==> config.mk <==
export PLATFORM = sky130hd
export DESIGN_NAME = pixel_source_arbiter
export DESIGN_NICKNAME = d
export VERILOG_FILES = /design/src/rtl/pixel_source_arbiter.sv
export SDC_FILE = /design/constraint.sdc
export NUM_CORES = 1
export LEC_CHECK = 0
export BUFFER_PORTS_ARGS = -buffer_cell sky130_fd_sc_hd__buf_2
export CORE_MARGIN = 1
export CORE_UTILIZATION = 39
export DETAILED_ROUTE_END_ITERATION = 8
export GPL_TIMING_DRIVEN = 0
export PLACE_DENSITY = 0.83
export SLEW_MARGIN = 20
export SYNTH_ARGS = -nofsm -noshare
export SYNTH_HDL_FRONTEND = slang
export SYNTH_SLANG_ARGS = --single-unit
export TNS_END_PERCENT = 10
==> constraint.sdc <==
create_clock -name iClk -period 2.7 [get_ports iClk]
set_input_delay 0.675 -clock iClk [delete_from_list [all_inputs] [get_ports iClk]]
set_output_delay 0.675 -clock iClk [all_outputs]
set_load 0.005 [all_outputs]
==> src/rtl/pixel_source_arbiter.sv <==
// rtl/pixel_source_arbiter.sv - frame-synchronous pixel source selector with 2-stage SDRAM word packing; split screen built when ARB_SPLIT_SCREEN_EN is defined
module pixel_source_arbiter #(
  parameter int          NUM_CH   = 5,
  parameter int          SEL_W    = 3,
  parameter int          XY_W     = 16,
  parameter int          SPLIT_X  = 640,
  parameter logic [29:0] FILL_RGB = 30'h3FF00000
) (
  input  logic                   iClk,
  input  logic                   iRst,
  input  logic                   iFval,
  input  logic [SEL_W-1:0]       iSelA,
  input  logic [SEL_W-1:0]       iSelB,
  input  logic                   iSplit,
  input  logic [XY_W-1:0]        iX_Cont,
  input  logic [XY_W-1:0]        iY_Cont,
  input  logic [NUM_CH*30-1:0]   iPix,
  input  logic [NUM_CH-1:0]      iValid,
  output logic [15:0]            oWr1_data,
  output logic [15:0]            oWr2_data,
  output logic                   oWr_data_valid,
  output logic [SEL_W-1:0]       oSel_active,
  output logic [15:0]            oFrame_cnt
);

  logic [SEL_W-1:0] selA_q, selA_d;
  logic [SEL_W-1:0] sel_eff;
  logic [29:0]      pix1_q, pix1_d;
  logic             val1_q, val1_d;
  logic [15:0]      wr1_q, wr1_d, wr2_q, wr2_d;
  logic             wrv_q;
  logic             fval_q;
  logic [15:0]      cnt_q, cnt_d;

  // Primary select only follows the switches during blanking
  always_comb begin
    selA_d = iFval ? selA_q : iSelA;
  end

  // Primary shadow select register
  always_ff @(posedge iClk or posedge iRst) begin
    if (iRst) selA_q <= '0;
    else      selA_q <= selA_d;
  end

`ifdef ARB_SPLIT_SCREEN_EN
  logic [SEL_W-1:0] selB_q, selB_d;
  logic             split_q, split_d;
  logic             right_half;
  logic             unused_in;

  assign right_half = (iX_Cont >= XY_W'(SPLIT_X));
  assign unused_in  = ^iY_Cont;

  // Secondary select and split request share the blanking-only load rule
  always_comb begin
    selB_d  = iFval ? selB_q  : iSelB;
    split_d = iFval ? split_q : iSplit;
  end

  // Secondary shadow registers
  always_ff @(posedge iClk or posedge iRst) begin
    if (iRst) begin
      selB_q  <= '0;
      split_q <= 1'b0;
    end else begin
      selB_q  <= selB_d;
      split_q <= split_d;
    end
  end

  assign sel_eff = (split_q && right_half) ? selB_q : selA_q;
`else
  logic unused_in;
  assign unused_in = ^{iY_Cont, iSelB, iSplit, iX_Cont};
  assign sel_eff   = selA_q;
`endif

  // Decode the effective select into a pixel; out-of-range selects give the fill colour
  always_comb begin
    logic hit;
    hit    = 1'b0;
    pix1_d = FILL_RGB;
    val1_d = 1'b0;
    for (int k = 0; k < NUM_CH; k++) begin
      if (sel_eff == SEL_W'(k + 1)) begin
        hit    = 1'b1;
        pix1_d = iPix[30*k +: 30];
        val1_d = iValid[k] & iFval;
      end
    end
    if (hit && !val1_d) pix1_d = '0;
  end

  // Pack stage-1 pixel into the two SDRAM words: {0,G[9:5],B} and {0,G[4:0],R}
  always_comb begin
    wr1_d = {1'b0, pix1_q[19:15], pix1_q[9:0]};
    wr2_d = {1'b0, pix1_q[14:10], pix1_q[29:20]};
  end

  // Two-stage pixel pipeline
  always_ff @(posedge iClk or posedge iRst) begin
    if (iRst) begin
      pix1_q <= '0;
      val1_q <= 1'b0;
      wr1_q  <= '0;
      wr2_q  <= '0;
      wrv_q  <= 1'b0;
    end else begin
      pix1_q <= pix1_d;
      val1_q <= val1_d;
      wr1_q  <= wr1_d;
      wr2_q  <= wr2_d;
      wrv_q  <= val1_q;
    end
  end

  // Count completed frames on each falling edge of frame valid
  always_comb begin
    cnt_d = (fval_q && !iFval) ? cnt_q + 16'd1 : cnt_q;
  end

  // Frame valid history and frame counter
  always_ff @(posedge iClk or posedge iRst) begin
    if (iRst) begin
      fval_q <= 1'b0;
      cnt_q  <= '0;
    end else begin
      fval_q <= iFval;
      cnt_q  <= cnt_d;
    end
  end

  assign oWr1_data      = wr1_q;
  assign oWr2_data      = wr2_q;
  assign oWr_data_valid = wrv_q;
  assign oSel_active    = selA_q;
  assign oFrame_cnt     = cnt_q;

endmodule

### Word-level counts from Yosys, hierarchy flattened

Cells that the tools add are included.

* add/subtract/negate cells: 1
* equal/unequal tests: 5
* mux-type cells: 16
* bitwise gates (word level): 5
* reductions and logical operators: 4

Operators by type and width (number)
* $mux 30: 6
* $add 16x1->16 const B: 1
* $mux 1: 10
* $eq 3x2->1 const B: 2
* $eq 3x3->1 const B: 2
* $and 1x1->1: 5
* $eq 3x1->1 const B: 1
* $logic_and 1x1->1: 2
* $logic_not 1->1: 2

* register bits: 82
* output and inout bits: 52
* word-level logic and storage cells: 39

### Logic depth before layout (Yosys ltp)

* depth in word-level cells: 9
* mapped depth: 7
* mapped depth without buffers: 5

### Least setup slack after synthesis

Ideal clock, no wire load.

* path type: input port to flip-flop
* start: input iFval
* end: register cnt_q[12], in the netlist oFrame_cnt[12]
* library setup time: 79 ps
* arrival time: 1647 ps
* data required time: 2621 ps
* slack: 974 ps
* cell stages on the path: 6
* cells stage by stage: buf_6 nand2b_4 buf_6 or3_4 nor2_2 xor2_1

* word-level cells in the longest chain between the ends: 2

Ends and longest elaborated chain
* from (decl): line 11 `input logic iFval,`
* $logic_not 1->1: line 120 `cnt_d = (fval_q && !iFval) ? cnt_q + 16'd1 : cnt_q;`
* $logic_and 1x1->1: line 120
* to (signal assigned): line 130 `cnt_q <= cnt_d;`
* to (decl): line 33 `logic [15:0] cnt_q, cnt_d;`

Every way passes these cells.
A chain may end at the register's enable or synchronous reset.

### Worst setup path in the final report

* start: register selA_q[0], in the netlist oSel_active[0]
* end: register pix1_q[21]

* word-level cells in the longest chain between the ends: 9
* elaborated cells between the ends (all ways): 23
* classes of those cells: eq/ne: 5; mux: 16; reduce/logical: 2

Ends and longest elaborated chain
* from (decl): line 26 `logic [SEL_W-1:0] selA_q, selA_d;`
* from (signal assigned): line 43 `else selA_q <= selA_d;`
* $eq 3x1->1: line 86 `if (sel_eff == SEL_W'(k + 1)) begin`
* $mux 1 (5 in series): line 86
* $logic_not 1->1: line 92 `if (hit && !val1_d) pix1_d = '0;`
* $logic_and 1x1->1: line 92
* $mux 30 *: line 92
* named net pix1_d[21]: line 28 `logic [29:0] pix1_q, pix1_d;`
* to (signal assigned): line 110 `pix1_q <= pix1_d;`
* to (decl): line 28

Mark *: on every way through the listed nets, which the timed path passes. The rest lies on a longest branch.

==> results.py <==
metrics = {
    "status": {
        "status": "completed",
    },
    "synth": {
        "synth_compound_area_share_pct": 12.57,
        "synth_area_leaders": "dfrtp_1 (52%), mux2i_1 (7.8%), mux2_2 (6.8%)",
        "synth_largest_area_cell": "dfrtp_1",
        "yosys_warnings": 0,
        "yosys.area_share.adder_pct": 0.3158,
        "syn_area_um2": 3963,
        "ys_ff_latch": 82,
        "synth-edff-count": 0,
        "syn_inst": 350,
        "yosysTopAreaCellShare_pct": 51.78,
        "synth_cell_types": 39,
        "ys_top_cells_by_count": "dfrtp_1 (82), mux2i_1 (31), mux2_2 (24)",
        "synthFlopType": "dfrtp_1",
        "synth_top_family_by_area": "multiplexers",
        "yosysMostFrequentCell": "dfrtp_1",
        "async_reset_ff_share_pct": 100.0,
        "synthXorXnorAreaFrac_pct": 3.094,
        "synthSimpleGateAreaFrac_pct": 12.98,
        "seq_area_frac_synth_pct": 51.78,
        "synth.avg_cell_area_um2": 11.32,
        "synth_mux_area_share_pct": 14.65,
    },
    "timing": {
        "relSlewSlack_pct": 60.97,
        "period_minus_slack_ns": 1.792,
        "final.setup.worst_slack_ns": 0.9083,
        "holdWs_ns": 0.3365,
        "finalHoldViolCount": 0,
        "finalSetupViolations": 0,
        "max_freq_mhz": 558.1,
        "fin_skew_ns": 0.008513,
        "tightest_slew_ns": 0.5854,
        "tns_ns": 0,
        "rsz0062_at_grt": "no",
        "finalCritPeriodShare_pct": 66.36,
        "drv_slew": 0,
    },
    "flow_run": {
        "drv_cap": 0,
    },
    "placement": {
        "dpl_cell_area_um2": 5228,
        "dp_hpwl_um": 9068,
        "gpl.final_weighted_congestion": 0.9096,
        "pre_cts_slack_ns": 0.6793,
        "io_buffers": 210,
    },
    "cells_and_area": {
        "area_growth_syn_to_layout_pct": 36.63,
        "fin_area_um2": 5414,
        "layout.nets": 772,
        "diodes": 0,
        "final_layout_size_suffix_gt1_share_pct": 48.01,
        "fin_util_pct": 55.14,
        "fillers": 907,
    },
    "grt": {
        "grt_pass1_vias": 3331,
        "grt_max_degree": 37,
        "use_met2_pct": 36.31,
        "met1_usage_pct": 25.36,
        "antenna_found_initial": 0,
        "overflow": 0,
        "grt_pass1_wl_um": 16330,
        "busiest_layer": "met2",
        "met3_usage_pct": 5.153,
        "grt_usage_pct": 21.19,
    },
    "route": {
        "routed-via-count": 3576,
        "drt-wirelength-per-cell_um": 16.31,
        "drcViolationCount": 0,
        "drt_wl_total_um": 11610,
        "viasPerCell": 5.022,
        "ant_nets": 0,
        "firstDrtPassIters": 5,
        "drt_iter0_drc": 67,
    },
    "clock_tree": {
        "cts-hold-fix-buffers": 0,
        "clockBufferDepth": 2,
        "clock_sinks": 82,
        "cts_root_buf": "clkbuf_8",
        "cts_tree": "yes",
        "cts_setup_buffers": 0,
        "ctsResizeCount": 0,
        "htreeDepth": 3,
        "path_clk_slew_ns": 0.09,
        "cts_buffers": 9,
        "clock_latency_ns": 0.34,
    },
    "critical_path": {
        "endpoint_kind": "flip-flop",
        "critPathLaunchType": "flip-flop",
        "critPathMaxFanout": 10,
        "worstSetupPathType": "reg -> reg",
        "cp.arrival_ns": 2.03,
        "required_ns": 2.93,
    },
    "floorplanning": {
        "die_area_um2": 10570,
        "die_w_um": 102.8,
        "die_y_um": 102.8,
        "start_util_pct": 40.35,
        "rows": 36,
        "ios": 249,
        "core-area_um2": 9819,
    },
    "power_and_ir_drop": {
        "irDropWorstVdd_uv": 299.4,
        "power.density_nw_per_um2": 587.2,
        "p_leak_nw": 2.796,
    },
    "min_path": {
        "min_path_type": "in -> async",
    },
}
-- logic make-up after synthesis --
logic type	count (synthesis)
xor+xnor	14
compound gates	67
buf+inv	31
flops	82
fa+ha+maj	1
other cells	1
simple gates	99
mux	55
-- worst paths after layout --
path                                             from                     end  slack (ns)  depth (start not counted)
max reg2reg                oSel_active[0]$_DFFE_PP0N_    pix1_q[21]$_DFF_PP0_        0.91                          6
min reg2reg                       pix1_q[4]$_DFF_PP0_  oWr1_data[4]$_DFF_PP0_        0.34                          0
min                                              iRst  oWr1_data[5]$_DFF_PP0_        0.34                          2
max                        oSel_active[0]$_DFFE_PP0N_    pix1_q[21]$_DFF_PP0_        0.91                          6
max in group asynchronous                        iRst  oWr2_data[2]$_DFF_PP0_        1.84                          3
min in group iClk                 pix1_q[4]$_DFF_PP0_  oWr1_data[4]$_DFF_PP0_        0.34                          0
-- cell usage in the layout (no fill, tap or decap), types with 2 or more instances in the layout --
master	netlist	routed
nand2b_1	11	11
nor2b_1	12	12
conb_1	1	2
nand4_1	3	3
clkinvlp_4	0	3
a211oi_1	9	9
buf_1	4	4
nor3_1	10	10
xor2_1	2	2
buf_6	2	2
clkinv_2	0	2
mux2i_1	31	31
a22oi_1	19	19
nand3_1	5	5
or3_1	2	2
nand3b_1	3	3
a21oi_1	13	13
xnor2_1	12	12
buf_4	9	9
clkbuf_8	0	9
nor2_1	23	23
o22a_1	19	19
o22ai_1	2	2
dfrtp_1	82	82
buf_12	0	2
mux2_2	24	24
and4_1	2	2
clkbuf_1	4	6
nand2_1	22	22
buf_2	11	221
-- flip-flops by register name (all words and copies together), names as in the netlist --
name            count
pix1_q             30
oFrame_cnt         16
oWr1_data          15
oWr2_data          15
oSel_active         3
fval_q              1
oWr_data_valid      1
val1_q              1
-- area by class of cell --
cell class,count,area [um2],area share (%)
Clock buffer,11,131.4,2.427
Clock inverter,5,55.05,1.017
Multi-Input combinational cell,238,1735,32.05
Buffer,30,175.2,3.235
Tap cell,133,166.4,3.074
Inverter,1,7.507,0.1387
Timing Repair Buffer,212,1091,20.15
Sequential cell,82,2052,37.90
-- metal layers --
metal | part of all wire, % | wire length (um)
met5 | 0 | 0
met4 | 2.6 | 305
met3 | 5.7 | 667
met2 | 51 | 5904
met1 | 41 | 4736
-- per-stage QoR --
| stage | total power, mW | std cells |
|---|---|---|
| 2_1_floorplan | 1.968 | 351 |
| 3_3_place_gp | 2.307 | 694 |
| 3_5_place_dp | 2.353 | 696 |
| 4_1_cts | 3.210 | 712 |
| 5_1_grt | 3.357 | 712 |
| 6_report | 3.179 | 712 |
-- worst max-delay path, stage by stage, from the launching register on --
cell and delay [ns]:
dfrtp_1 0.39, buf_4 0.17, nand3b_1 0.18, a21boi_0 0.31
o32ai_2 0.17, buf_2 0.21, nor3_1 0.26
-- where the power goes --
part	switching (mW)	internal, mW
Combinational	0.420	0.404
Clock	0.429	0.425
Sequential	0.0877	1.41
(Power assumes the default switching activity.)
